--- config.mk ---
export PLATFORM = sky130hd
export DESIGN_NAME = sw_input_port
export DESIGN_NICKNAME = d
export VERILOG_FILES = /design/src/rtl/arm_io_pkg.sv /design/src/rtl/sw_event_fifo.sv /design/src/rtl/sw_input_port.sv
export SDC_FILE = /design/constraint.sdc
export NUM_CORES = 1
export LEC_CHECK = 0
export CAP_MARGIN = 25
export CORE_MARGIN = 2
export CORE_UTILIZATION = 60
export CTS_BUF_LIST = sky130_fd_sc_hd__clkbuf_4 sky130_fd_sc_hd__clkbuf_8 sky130_fd_sc_hd__clkbuf_16
export DETAILED_ROUTE_END_ITERATION = 8
export PLACE_DENSITY = 0.82
export SYNTH_ARGS = -nofsm -noshare
export SYNTH_HDL_FRONTEND = slang
export SYNTH_SLANG_ARGS = --single-unit
export TNS_END_PERCENT = 100
--- constraint.sdc ---
create_clock -name clk -period 5.7 [get_ports clk]
set_input_delay 0.57 -clock clk [delete_from_list [all_inputs] [get_ports clk]]
set_output_delay 0.57 -clock clk [all_outputs]
set_load 0.01 [all_outputs]
--- src/rtl/arm_io_pkg.sv ---
// Shared constants for the ARM-core I/O peripherals.
// Holds the switch width and the default debounce/FIFO sizing.
package arm_io_pkg;
    localparam int SW_WIDTH            = 8;
    localparam int DEBOUNCE_CYCLES_DEF = 4;
    localparam int FIFO_DEPTH_DEF      = 4;
endpackage

--- src/rtl/sw_event_fifo.sv ---
// Event FIFO for debounced switch values.
// Registered pop output with a one-cycle valid pulse; pushes are dropped only when full without a pop.
module sw_event_fifo
    import arm_io_pkg::*;
#(
    parameter int DEPTH = FIFO_DEPTH_DEF,
    parameter int WIDTH = SW_WIDTH
) (
    input  logic             clk,
    input  logic             i_rst,
    input  logic             i_push,
    input  logic [WIDTH-1:0] i_wdata,
    input  logic             i_pop,
    output logic [WIDTH-1:0] o_rd_data,
    output logic             o_rd_valid,
    output logic             o_full,
    output logic             o_empty
);
    localparam int AW = $clog2(DEPTH);
    localparam int CW = AW + 1;

    logic [WIDTH-1:0] r_mem [DEPTH];
    logic [AW-1:0]    r_wr_ptr;
    logic [AW-1:0]    r_rd_ptr;
    logic [CW-1:0]    r_count;
    logic [WIDTH-1:0] r_rd_data;
    logic             r_rd_valid;

    logic w_do_pop;
    logic w_do_push;

    assign o_full    = (r_count == CW'(DEPTH));
    assign o_empty   = (r_count == '0);
    assign w_do_pop  = i_pop && !o_empty;
    // A pop on the same edge frees a slot, so a full FIFO still accepts the push.
    assign w_do_push = i_push && (!o_full || w_do_pop);

    always_ff @(posedge clk) begin
        if (w_do_push) begin
            r_mem[r_wr_ptr] <= i_wdata;
        end
    end

    always_ff @(posedge clk) begin
        if (i_rst) begin
            r_wr_ptr   <= '0;
            r_rd_ptr   <= '0;
            r_count    <= '0;
            r_rd_data  <= '0;
            r_rd_valid <= 1'b0;
        end else begin
            r_rd_valid <= w_do_pop;
            if (w_do_push) begin
                r_wr_ptr <= r_wr_ptr + AW'(1);
            end
            if (w_do_pop) begin
                r_rd_ptr  <= r_rd_ptr + AW'(1);
                r_rd_data <= r_mem[r_rd_ptr];
            end
            case ({w_do_push, w_do_pop})
                2'b10:   r_count <= r_count + CW'(1);
                2'b01:   r_count <= r_count - CW'(1);
                default: r_count <= r_count;
            endcase
        end
    end

    assign o_rd_data  = r_rd_data;
    assign o_rd_valid = r_rd_valid;
endmodule

--- src/rtl/sw_input_port.sv ---
// Switch input port: synchronizes and debounces SW, queues each accepted value
// as an event for the core, and flags events dropped on a full queue.
module sw_input_port
    import arm_io_pkg::*;
#(
    parameter int DEBOUNCE_CYCLES = DEBOUNCE_CYCLES_DEF,
    parameter int FIFO_DEPTH      = FIFO_DEPTH_DEF
) (
    input  logic                clk,
    input  logic                rst,
    input  logic [SW_WIDTH-1:0] SW,
    input  logic                rd_en,
    input  logic                clr_ovf,
    output logic [SW_WIDTH-1:0] rd_data,
    output logic                rd_valid,
    output logic                empty,
    output logic                full,
    output logic                overflow,
    output logic                irq
);
    logic [SW_WIDTH-1:0] r_s1;
    logic [SW_WIDTH-1:0] r_s2;
    logic [SW_WIDTH-1:0] r_stable;
    logic [7:0]          r_cnt;
    logic                r_overflow;

    logic [7:0] w_cnt_inc;
    logic [7:0] w_cnt_next;
    logic       w_accept;
    logic       w_drop;
    logic       w_full;
    logic       w_empty;

    // s2 is about to change when s1 differs from it, which restarts the count.
    always_comb begin
        w_cnt_inc  = r_cnt + 8'd1;
        w_cnt_next = r_cnt;
        w_accept   = 1'b0;
        if ((r_s2 == r_stable) || (r_s1 != r_s2)) begin
            w_cnt_next = '0;
        end else if (w_cnt_inc == 8'(DEBOUNCE_CYCLES)) begin
            w_cnt_next = '0;
            w_accept   = 1'b1;
        end else begin
            w_cnt_next = w_cnt_inc;
        end
    end

    always_ff @(posedge clk) begin
        if (rst) begin
            r_s1     <= '0;
            r_s2     <= '0;
            r_stable <= '0;
            r_cnt    <= '0;
        end else begin
            r_s1  <= SW;
            r_s2  <= r_s1;
            r_cnt <= w_cnt_next;
            if (w_accept) begin
                r_stable <= r_s2;
            end
        end
    end

    assign w_drop = w_accept && w_full && !(rd_en && !w_empty);

    // A drop on the same edge as clr_ovf keeps the flag set.
    always_ff @(posedge clk) begin
        if (rst) begin
            r_overflow <= 1'b0;
        end else if (w_drop) begin
            r_overflow <= 1'b1;
        end else if (clr_ovf) begin
            r_overflow <= 1'b0;
        end
    end

    sw_event_fifo #(
        .DEPTH (FIFO_DEPTH),
        .WIDTH (SW_WIDTH)
    ) u_fifo (
        .clk        (clk),
        .i_rst      (rst),
        .i_push     (w_accept),
        .i_wdata    (r_s2),
        .i_pop      (rd_en),
        .o_rd_data  (rd_data),
        .o_rd_valid (rd_valid),
        .o_full     (w_full),
        .o_empty    (w_empty)
    );

    assign full     = w_full;
    assign empty    = w_empty;
    assign overflow = r_overflow;
    assign irq      = !w_empty;
endmodule

# == Yosys cells after proc, flatten, opt, wreduce, memory -nomap -nowiden ==
# Memories as Yosys holds them, arrays and structs flattened. A register that Yosys moved wholly into a read port is not among the register bits.
# Cells that the tools add are included.
# word_totals
mem_count,1
input_bits,12
ff_bits,41
romBits,0
output_inout_bits,13
latchBits,0
ram_bits,32
wordCells,41
# op_classes
reduce_logical,13
magnitude_cmp,0
div,0
shift,0
bitwise_logic,0
n_eq_ne,6
n_mux,7
multipliers,0
add_sub_neg,5
# memory_table
memory,words,width,read_ports,rd_ports_with_merged_regs,write_ports,line,source
u_fifo.r_mem,4,8,1,1,1,sw_event_fifo.sv:22,logic [WIDTH-1:0] r_mem [DEPTH];
# ops
op,count
8-bit by 1-bit adder with 8-bit output (second input constant),1
8-bit by 3-bit == test with 1-bit output (second input constant),1
8-bit == test,1
8-bit != test,1
1-bit 2-to-1 mux,6
3-bit one-hot mux with 2 select lines,1
2-bit by 1-bit adder with 2-bit output (second input constant),2
1-bit logical AND,4
2-bit nonzero test,2
3-bit by 1-bit adder with 3-bit output (second input constant),1
3-bit == test (second input constant),1
1-bit logical NOT,3
3-bit logical NOT,1
3-bit OR reduction,1
3-bit by 1-bit subtractor with 3-bit output (second input constant),1
2-bit by 1-bit == test with 1-bit output (second input constant),1
2-bit == test (second input constant),1
1-bit logical OR,2

# == Longest topological paths before layout ==
# Gate-level depths: netlist of run 1.
# depth
ltp_word,7
mapped_depth,11
depth_no_buf,11

# == Modules after synthesis ==
# A second synthesis of run 1 with hierarchy kept.
# unflattened
cells_unflattened,285
area_unflattened_um2,3412.0
# by_module_without_submodules
module,n_inst,seq_area_each_um2,cells_each,area_each_um2
sw_event_fifo,1,1281.2,144,1998.2
sw_input_port,1,660.6,141,1413.9

# == Least setup slack after synthesis of run 1 ==
# Ideal clock, no wire load.
# synth_timing
path_type,flip-flop to flip-flop
startpoint,register r_s2[3]
endpoint,register u_fifo.r_count[2]
t_required_ns,5.630
arrival_ns,2.330
stages_incl_launch_ff,12
path_slack_ns,3.300
n_path_buf,0
setup_ns,0.070
path_cell_list,dfxtp_1 > xnor2_1 > nand4_1 > o2111a_1 > and2_1 > inv_2 > ha_1 > inv_1 > fa_1 > xor2_1 > or3_1 > a21oi_1
# synth_between
elab_chain_cells,6
word_cells_on_any_way,9
cone_classes,eq/ne: 4; mux: 2; reduce/logical: 3
# synth_lines
element,line,source
from (decl),sw_input_port.sv:22,logic [SW_WIDTH-1:0] r_s2;
from (signal assigned),sw_input_port.sv:57,r_s2 <= r_s1;
8-bit == test / 8-bit != test (equally long branches),sw_input_port.sv:39,if ((r_s2 == r_stable) || (r_s1 != r_s2)) begin
1-bit logical OR *,sw_input_port.sv:39,
1-bit 2-to-1 mux *,sw_input_port.sv:39,
1-bit logical AND *,sw_event_fifo.sv:36,assign w_do_push = i_push && (!o_full || w_do_pop);
2-bit by 1-bit == test with 1-bit output / 2-bit == test (equally long branches),sw_event_fifo.sv:60,"case ({w_do_push, w_do_pop})"
3-bit one-hot mux with 2 select lines / 2-bit nonzero test (equally long branches),--,
to (signal assigned),sw_event_fifo.sv:61,2'b10: r_count <= r_count + CW'(1);
to (signal assigned),sw_event_fifo.sv:62,2'b01: r_count <= r_count - CW'(1);
to (signal assigned),sw_event_fifo.sv:63,default: r_count <= r_count;
to (decl),sw_event_fifo.sv:25,logic [CW-1:0] r_count;
# Mark *: on every way between the ends. The rest lies on a longest branch, timed or not.
# A chain may end at the register's enable or synchronous reset.

# == Worst setup path in the final report of run 1 ==
# layout_timing
startpoint,register r_s2[2]
endpoint,register u_fifo.r_count[2]
# Same word-level chain as after synthesis.

==> impl_metrics.ini, run 1 <==
[sta]
rsz0062_at_grt = no
worst_slack_ns = 2.79
tns_ns = 0
fin_crit_sh_pct = 51.0
tightest_slew_ns = 0.894
hold_viol = 0
setup_viol = 0
relSlewSlack_pct = 40.1
period_minus_slack_ns = 2.91
fmax_mhz = 344
final_max_slew_viol_count = 0
finalClockSkew_ns = 0.00567

[cells_and_area]
fin_nets = 305
layout-area-overhead-vs-synth_pct = 14.4
num_antenna_cells = 0
drive_above_1_share_pct = 12.7
final_area_mm2 = 0.00363

[pwr]
power.leakage_nw = 1.25
p_total_mw = 1.00
ir_worst_vdd_mv = 0.187
swShare_pct = 21.0
intPower_uw = 794
p_sw_uw = 210
power_frac_seq_pct = 60.9
pwr-share-comb_pct = 2.8
p_clk_share_pct = 36.3
power.density_mw_per_mm2 = 277

[clocking]
cts_made_buffers = 9
clk_pin_slew_worst_paths_ns = 0.08
tritoncts = built
clock_sinks = 81
hold_buffers = 0
postCtsSetupRepairBufs = 0
htreeDepth = 3
insertion_delay_ns = 0.34
cts_root_buffer = clkbuf_8
cts_resized = 0
clock_path_buffers = 2

[global_route]
grt_pass1_wl_mm = 8.27
grt_max_degree = 46
grt_usage_pct = 18.1
overflow = 0
first_global_vias = 1751
antenna_found_initial = 0

[floorplanning]
std_cell_rows = 26
die_x_um = 76.7
die_h_um = 76.7
initial_core_util_pct = 62.1
io_pins = 25
core_mm2 = 0.00511
die_area_mm2 = 0.00588

[yosys]
synth_fp_nets = 280
yosysSeqAreaShare_pct = 61.2
async_flop_share_pct = 0
avgSynthCellArea_um2 = 12.1
syn_inst = 261
synth_edf_count = 32
synthFlopType = dfxtp_1
synth_cell_types = 35
ys_warn_count = 0
syn-cell-area_mm2 = 0.00317
yosys_register_bits = 81

[critical_path]
cp-start-kind = register
cp-end-kind = register
crit_arrival_ns = 3.18
cp_slowest_stage_delay_ns = 0.56
critPathMostFrequentCell = xor2_1
cp_max_fo = 15
crit_required_ns = 5.97
critPathBufInv = 2
path_delay_family = simple AND/OR/NAND/NOR gates
critPathKind = register to register
cp_slowest_cell = o2111a_1
path_cells = xor2_1 -> nor4_2 -> o2111a_1 -> and2_1 -> inv_2 -> ha_1 -> inv_1 -> fa_1 -> xor2_1 -> or3_1 -> a21oi_1

[detailed_routing]
wl_per_cell_um = 13.5
dr.first_iter.drc_count = 70
drc = 0
wirelength_mm = 4.88
vias_per_cell = 5.16
antenna_left = 0
drt-pass1-iter-count = 4
vias = 1863

[place]
place_hpwl_mm = 3.37
placed_area_mm2 = 0.00345
place.gp.congestion = 0.761
port_buffers = 24
pre_cts_slack_ns = 2.81

[min_path]
min_path_type = register to register

[outcome]
outcome = completed

[run]
maxCapViolCount = 0
-- per-stage QoR --
step	hold WS (ns)	utilization [%]	std cells
after floorplan	0.423	-	261
after global placement	0.435	67.6	345
after detailed placement	0.441	67.6	345
after CTS	0.453	71.0	361
after global routing	0.474	71.0	361
final	0.448	71.0	361
-- cell families (layout without fill, tap and decap cells) --
kind of cell | after synthesis | count (layout) | synth area share, %
simple gates | 86 | 86 | 14.2
buf+inv | 20 | 50 | 2.80
fa+ha+maj | 7 | 7 | 3.00
mux | 9 | 9 | 6.00
xor+xnor | 26 | 26 | 7.18
compound gates | 32 | 32 | 5.52
flops | 81 | 81 | 61.2
-- worst reg2reg max path, cell delays in order, from the launching register on --
cell	delay [ns]
dfxtp_1	0.49
xor2_1	0.13
nor4_2	0.35
o2111a_1	0.56
and2_1	0.26
inv_2	0.04
ha_1	0.21
inv_1	0.09
fa_1	0.19
xor2_1	0.07
or3_1	0.30
a21oi_1	0.15
-- sequential cells by signal, indices dropped and copies added (netlist names) --
register           flops
r_cnt                  8
r_stable               8
u_fifo.r_mem          32
u_fifo.o_rd_valid      1
r_s2                   8
u_fifo.r_wr_ptr        2
u_fifo.r_rd_ptr        2
u_fifo.o_rd_data       8
r_s1                   8
u_fifo.r_count         3
overflow               1
-- cell usage in the layout (no fill, tap or decap), types with 2 or more instances in the layout --
master,instances
mux4_2,8
clkdlybuf4s50_1,24
clkbuf_8,10
nor4_2,2
xor2_1,13
o21ai_1,8
nor2_2,7
nor2_1,9
and3_1,9
a21oi_1,19
edfxtp_1,32
clkinv_2,3
or3_1,3
inv_2,3
ha_1,6
nand2_1,28
nor2b_1,16
nand4_1,2
xnor2_1,13
inv_1,6
dfxtp_1,49
nand2b_1,3
nand3_1,4
-- synth_stat cells, types with 2 or more instances --
library cell / instances / share of area [%]
dfxtp_1: 49 / 31
edfxtp_1: 32 / 30
nand2_1: 28 / 3.3
a21oi_1: 19 / 3.0
nor2b_1: 16 / 3.2
xnor2_1: 13 / 3.6
xor2_1: 13 / 3.6
and3_1: 9 / 1.8
nor2_1: 9 / 1.1
mux4_2: 8 / 5.7
o21ai_1: 8 / 1.3
nor2_2: 7 / 1.4
clkbuf_1: 6 / 0.71
ha_1: 6 / 2.4
inv_1: 6 / 0.71
nand3_1: 4 / 0.63
inv_2: 3 / 0.36
nand2b_1: 3 / 0.59
or3_1: 3 / 0.59
buf_2: 2 / 0.32
nand4_1: 2 / 0.39
nor4_2: 2 / 0.79
-- path summary, 6_finish.rpt --
path | start | endpoint | slack [ns] | cells after the start
setup / recovery | r_s2[2]$_SDFF_PP0_ | u_fifo.r_count[2]$_SDFFE_PP0P_ | 2.79 | 11
hold / removal | r_cnt[0]$_SDFF_PP0_ | r_cnt[0]$_SDFF_PP0_ | 0.45 | 1
setup reg to reg | r_s2[2]$_SDFF_PP0_ | u_fifo.r_count[2]$_SDFFE_PP0P_ | 2.79 | 11
hold reg to reg | r_cnt[0]$_SDFF_PP0_ | r_cnt[0]$_SDFF_PP0_ | 0.45 | 1
-- layout make-up --
cell class              instances  area [um^2]
flip-flops and latches         81         1940
fillers                       373         1480
multi-input cells             160         1140
repair buffers                 25          248
clock buffers                  11          145
well taps                      70         87.6
inverters                       9         33.8
clock inverters                 5         30.0
-- power groups by stage --
| stage | logic [mW] | registers, mW | clock network (mW) |
|---|---|---|---|
| finish | 0.0280 | 0.612 | 0.365 |
| global route | 0.0309 | 0.613 | 0.402 |
| global placement | 0.0276 | 0.625 | 0 |
| detailed placement | 0.0282 | 0.625 | 0 |
| floorplan | 0.0183 | 0.623 | 0 |
| CTS | 0.0283 | 0.612 | 0.374 |
-- per-layer routing --
layer  part of all wire [%]  vias up  global-route usage (%)
li1                       -      946                       -
met1                     45      870                    22.7
met5                      0        -                       0
met4                   0.80        0                    6.55
met2                     50       41                    29.2
met3                    3.6        6                    6.00
Power figures use the tool's default switching activity.
==> inputs of run 2 (changes only) <==
--- a/config.mk
+++ b/config.mk
@@ -7,10 +7,10 @@
 export LEC_CHECK = 0
 export CAP_MARGIN = 25
 export CORE_MARGIN = 2
-export CORE_UTILIZATION = 60
+export CORE_UTILIZATION = 57
 export CTS_BUF_LIST = sky130_fd_sc_hd__clkbuf_4 sky130_fd_sc_hd__clkbuf_8 sky130_fd_sc_hd__clkbuf_16
 export DETAILED_ROUTE_END_ITERATION = 8
-export PLACE_DENSITY = 0.82
+export PLACE_DENSITY = 0.78
 export SYNTH_ARGS = -nofsm -noshare
 export SYNTH_HDL_FRONTEND = slang
 export SYNTH_SLANG_ARGS = --single-unit
==> constraint.sdc (replaced) <==
create_clock -name clk -period 2.85 [get_ports clk]
set_input_delay 0.285 -clock clk [delete_from_list [all_inputs] [get_ports clk]]
set_output_delay 0.285 -clock clk [all_outputs]
set_load 0.01 [all_outputs]
==> impl_metrics.ini, run 2 (synthesis results as in run 1) <==
[clocking]
hold_buffers = 0
insertion_delay_ns = 0.34
cts_resized = 0
clock_path_buffers = 2
clk_pin_slew_worst_paths_ns = 0.08
postCtsSetupRepairBufs = 0
tritoncts = built
htreeDepth = 3
cts_root_buffer = clkbuf_8
cts_made_buffers = 9
clock_sinks = 81

[critical_path]
cp_slowest_cell = dfxtp_1
cp-end-kind = register
crit_arrival_ns = 2.88
critPathKind = register to register
path_cells = xnor2_1 -> nand4_1 -> o2111a_1 -> and2_1 -> inv_2 -> ha_1 -> inv_1 -> fa_1 -> xor2_1 -> or3_1 -> a21oi_1
path_depth = 11
crit_required_ns = 3.11
critPathBufInv = 2
cp_slowest_stage_delay_ns = 0.48
cp-start-kind = register
cp_max_fo = 7
r2r_cells = 11
path_delay_family = simple AND/OR/NAND/NOR gates

[sta]
tightest_slew_ns = 0.624
finalClockSkew_ns = 0.00599
fin_crit_sh_pct = 91.6
fmax_mhz = 383
period_minus_slack_ns = 2.61
relSlewSlack_pct = 58.4
hold_viol = 0
rsz0062_at_grt = no
fin_hold_ws_ns = 0.451
setup_viol = 0
final_max_slew_viol_count = 0
tns_ns = 0

[cells_and_area]
instances_no_fill = 366
drive_above_1_share_pct = 16.0
largest_reg_flops = 32
largest-register = u_fifo.r_mem
mostFrequentLayoutCell = dfxtp_1
layout_common_cells = 42 x dfxtp_1, 32 x edfxtp_1, 28 x nand2_1
num_antenna_cells = 0
fin_nets = 308
finish.utilization_pct = 67.7
layout-area-overhead-vs-synth_pct = 16.2

[detailed_routing]
antenna_left = 0
drt-pass1-iter-count = 4
dr.first_iter.drc_count = 66
wirelength_mm = 5.10
vias = 1873
vias_per_cell = 5.12
drc = 0
wl_per_cell_um = 13.9

[pwr]
power.density_mw_per_mm2 = 567
power.leakage_nw = 1.28
ir_worst_vdd_mv = 0.283
p_total_mw = 2.09

[global_route]
first_global_vias = 1851
antenna_found_initial = 0
grt_pass1_wl_mm = 8.59
overflow = 0
grt_usage_pct = 18.4
grt_max_degree = 45

[run]
maxCapViolCount = 0

[floorplanning]
die_area_mm2 = 0.00617
die_h_um = 78.6
die_x_um = 78.6
std_cell_rows = 27
io_pins = 25
core_mm2 = 0.00544
initial_core_util_pct = 58.3

[min_path]
min_path_type = register to register
min_path_cells = 1

[place]
place.gp.congestion = 0.798
port_buffers = 24
place_hpwl_mm = 3.42
place_inst = 350

[outcome]
outcome = completed
[run 2: metal layers]
layer | track usage [%] | wire length (um) | up-vias
met5 | 0 | 0 | -
met4 | 9.47 | 66 | 0
met3 | 4.48 | 212 | 10
met2 | 29.9 | 2500 | 36
met1 | 22.8 | 2330 | 871
li1 | - | - | 956
[run 2: layout make-up]
| type | count | area [um^2] |
|---|---|---|
| Sequential cell | 81 | 1950 |
| Fill cell | 413 | 1760 |
| Multi-Input combinational cell | 160 | 1140 |
| Timing Repair Buffer | 28 | 270 |
| Clock buffer | 11 | 174 |
| Tap cell | 72 | 90.1 |
| Inverter | 9 | 33.8 |
| Clock inverter | 5 | 25.0 |
[run 2: stage by stage]
stage	setup WS, ns	cell area [um^2]
after floorplan	0.450	3170
after global placement	0.354	3480
after detailed placement	0.210	3480
after CTS	0.194	3670
after global routing	0.00579	3680
final	0.238	3680
[run 2: final timing paths]
| check | startpoint | end | slack (ns) |
|---|---|---|---|
| min reg2reg | r_cnt[0]$_SDFF_PP0_ | r_cnt[0]$_SDFF_PP0_ | 0.45 |
| max | r_s2[4]$_SDFF_PP0_ | u_fifo.r_count[2]$_SDFFE_PP0P_ | 0.24 |
| min | r_cnt[0]$_SDFF_PP0_ | r_cnt[0]$_SDFF_PP0_ | 0.45 |
| max reg2reg | r_s2[4]$_SDFF_PP0_ | u_fifo.r_count[2]$_SDFFE_PP0P_ | 0.24 |
[run 2: power breakdown]
part	internal (mW)	switching (mW)	total, mW
registers	1.21	0.0138	1.22
clock network	0.415	0.390	0.805
logic	0.0315	0.0262	0.0576
[run 2: worst register-to-register path, stage by stage, from the launching register on]
cell      delay, ns
dfxtp_1        0.48
xnor2_1        0.17
nand4_1        0.13
o2111a_1       0.27
and2_1         0.19
inv_2          0.05
ha_1           0.17
inv_1          0.06
fa_1           0.37
xor2_1         0.15
or3_1          0.30
a21oi_1        0.18
==> inputs of run 3 (changes only) <==
--- a/config.mk
+++ b/config.mk
@@ -7,11 +7,12 @@
 export LEC_CHECK = 0
 export CAP_MARGIN = 25
 export CORE_MARGIN = 2
-export CORE_UTILIZATION = 57
+export CORE_UTILIZATION = 60
 export CTS_BUF_LIST = sky130_fd_sc_hd__clkbuf_4 sky130_fd_sc_hd__clkbuf_8 sky130_fd_sc_hd__clkbuf_16
 export DETAILED_ROUTE_END_ITERATION = 8
-export PLACE_DENSITY = 0.78
+export PLACE_DENSITY = 0.81
 export SYNTH_ARGS = -nofsm -noshare
 export SYNTH_HDL_FRONTEND = slang
+export SYNTH_HIERARCHICAL = 1
 export SYNTH_SLANG_ARGS = --single-unit
 export TNS_END_PERCENT = 100
==> constraint.sdc (replaced) <==
create_clock -name clk -period 3.2 [get_ports clk]
set_input_delay 0.32 -clock clk [delete_from_list [all_inputs] [get_ports clk]]
set_output_delay 0.32 -clock clk [all_outputs]
set_load 0.01 [all_outputs]
==> impl_metrics.ini, run 3 <==
[outcome]
outcome = completed

[global_route]
grt_pass1_wl_mm = 9.38
grt_max_degree = 54
first_global_vias = 2038
overflow = 0
grt_usage_pct = 19.7
antenna_found_initial = 0

[pwr]
p_sw_uw = 383
p_clk_share_pct = 38.4
swShare_pct = 20.7
power_frac_seq_pct = 58.8
pwr-share-comb_pct = 2.9
p_total_mw = 1.86
power.leakage_nw = 1.28
intPower_mw = 1.47
power.density_mw_per_mm2 = 477
ir_worst_vdd_mv = 0.337

[place]
port_buffers = 24
place_hpwl_mm = 3.71
place.gp.congestion = 0.834
pre_cts_slack_ns = 0.497
place_inst = 371

[yosys]
netlist.top_cell.by_area = dfxtp_1
async_flop_share_pct = 0
synth_cell_types = 48
syn-cell-area_mm2 = 0.00341
avgSynthCellArea_um2 = 12.0
synth_edf_count = 32
yosysMostFrequentCell = dfxtp_1
yosysSeqAreaShare_pct = 56.9
synth_top_area_share_pct = 28.7
yosys_register_bits = 81
syn_inst = 285
ys_top_cells_by_count = 49 x dfxtp_1, 32 x edfxtp_1, 19 x nand2_1, 19 x nand2b_1, 16 x nor2b_1
synthFlopType = dfxtp_1
ys_warn_count = 6
synth.top_cells.by_area = dfxtp_1 29%, edfxtp_1 28%, mux4_2 5.3%
synth_fp_nets = 304

[cells_and_area]
finish.utilization_pct = 70.7
num_antenna_cells = 0
fin_nets = 329
largest_reg_flops = 32
drive_above_1_share_pct = 11.4
mostFrequentLayoutCell = dfxtp_1
instances_no_fill = 387
layout_common_cells = 49 x dfxtp_1, 32 x edfxtp_1, 24 x clkdlybuf4s50_1
largest-register = u_fifo/r_mem
layout-area-overhead-vs-synth_pct = 14.0

[min_path]
min_path_type = register to register
hold_path_end = u_fifo/o_rd_data[4]$_SDFFE_PP0N_
min-delay-start = u_fifo/o_rd_data[4]$_SDFFE_PP0N_
min_path_cells = 2

[sta]
tightest_slew_ns = 0.615
setup_viol = 0
rsz0062_at_grt = no
relSlewSlack_pct = 59.0
hold_viol = 0
period_minus_slack_ns = 2.77
fin_crit_sh_pct = 86.7
finalClockSkew_ns = 0.00978
final_max_slew_viol_count = 0
tns_ns = 0
worst_slack_ns = 0.425
fmax_mhz = 360

[critical_path]
r2r_start = r_cnt[0]$_SDFF_PP0_
cp-start-kind = register
critPathKind = register to register
reg2reg_to = u_fifo/r_count[2]$_SDFFE_PP0P_
reg2reg_slack_ns = 0.43
crit_arrival_ns = 2.99
crit_required_ns = 3.41
cp_max_fo = 8
r2r_cells = 11
cp-end-kind = register

[detailed_routing]
wirelength_mm = 5.55
wl_per_cell_um = 14.3
antenna_left = 0
vias = 2088
dr.first_iter.drc_count = 126
drt-pass1-iter-count = 4
vias_per_cell = 5.40
drc = 0

[floorplanning]
die_area_mm2 = 0.00631
initial_core_util_pct = 62.0
die_x_um = 79.4
core_mm2 = 0.00551
std_cell_rows = 27
die_h_um = 79.4
io_pins = 25

[clocking]
insertion_delay_ns = 0.35
cts_root_buffer = clkbuf_8
clock_sinks = 81
hold_buffers = 0
htreeDepth = 3
clk_pin_slew_worst_paths_ns = 0.08
cts_resized = 0
postCtsSetupRepairBufs = 0
clock_path_buffers = 2
tritoncts = built
cts_made_buffers = 9

[run]
maxCapViolCount = 0
run 3: worst max-delay path by stage:
stage	start	slack [ns]	endpoint
global route	r_cnt[0]$_SDFF_PP0_	0.23	u_fifo/r_count[2]$_SDFFE_PP0P_
detailed placement	r_cnt[0]$_SDFF_PP0_	0.50	u_fifo/r_count[2]$_SDFFE_PP0P_
CTS	r_cnt[0]$_SDFF_PP0_	0.46	u_fifo/r_count[2]$_SDFFE_PP0P_
global placement	r_cnt[0]$_SDFF_PP0_	0.64	u_fifo/r_count[2]$_SDFFE_PP0P_
floorplan	r_cnt[0]$_SDFF_PP0_	0.23	u_fifo/r_count[1]$_SDFFE_PP0P_
finish	r_cnt[0]$_SDFF_PP0_	0.43	u_fifo/r_count[2]$_SDFFE_PP0P_
run 3: per-stage QoR:
stage	area, um^2	hold WS, ns
global placement	3700	0.440
global route	3890	0.488
CTS	3890	0.461
detailed placement	3700	0.451
floorplan	3410	0.448
finish	3890	0.460
run 3: power by group through the flow:
stage / sequential (mW) / clock, mW / combinational, mW
2_1_floorplan: 1.11 / 0 / 0.0344
3_3_place_gp: 1.11 / 0 / 0.0532
3_5_place_dp: 1.11 / 0 / 0.0542
4_1_cts: 1.09 / 0.728 / 0.0544
5_1_grt: 1.09 / 0.778 / 0.0595
6_report: 1.09 / 0.712 / 0.0533
run 3: cell type report:
| cell class | count | area (um^2) |
|---|---|---|
| Multi-Input combinational cell | 179 | 1360 |
| Tap cell | 72 | 90.1 |
| Timing Repair Buffer | 29 | 275 |
| Sequential cell | 81 | 1940 |
| Fill cell | 402 | 1620 |
| Inverter | 10 | 37.5 |
| Clock inverter | 6 | 58.8 |
| Clock buffer | 10 | 131 |
run 3: critical path, stage by stage (launching register included):
cell	delay, ns
dfxtp_1	0.45
ha_1	0.25
and3_2	0.24
a311oi_1	0.12
o211ai_2	0.25
nor2_4	0.06
inv_1	0.10
nand2_1	0.07
fa_1	0.42
and3b_1	0.21
a2111oi_2	0.38
nor3b_1	0.10
run 3: cells by family after synthesis:
group           share of synthesized area [%]
fa+ha+maj                                2.79
flops                                    56.9
mux                                      7.63
xor+xnor                                 6.16
buf+inv                                  3.34
compound gates                           6.60
simple gates                             16.6
run 3: metal layers:
metal	part of all wire, %	GRT usage (%)	up-vias
met5	0	0	-
met4	2.2	11.0	0
met3	2.9	4.41	11
met2	48	31.2	33
met1	47	25.2	990
li1	-	-	1054
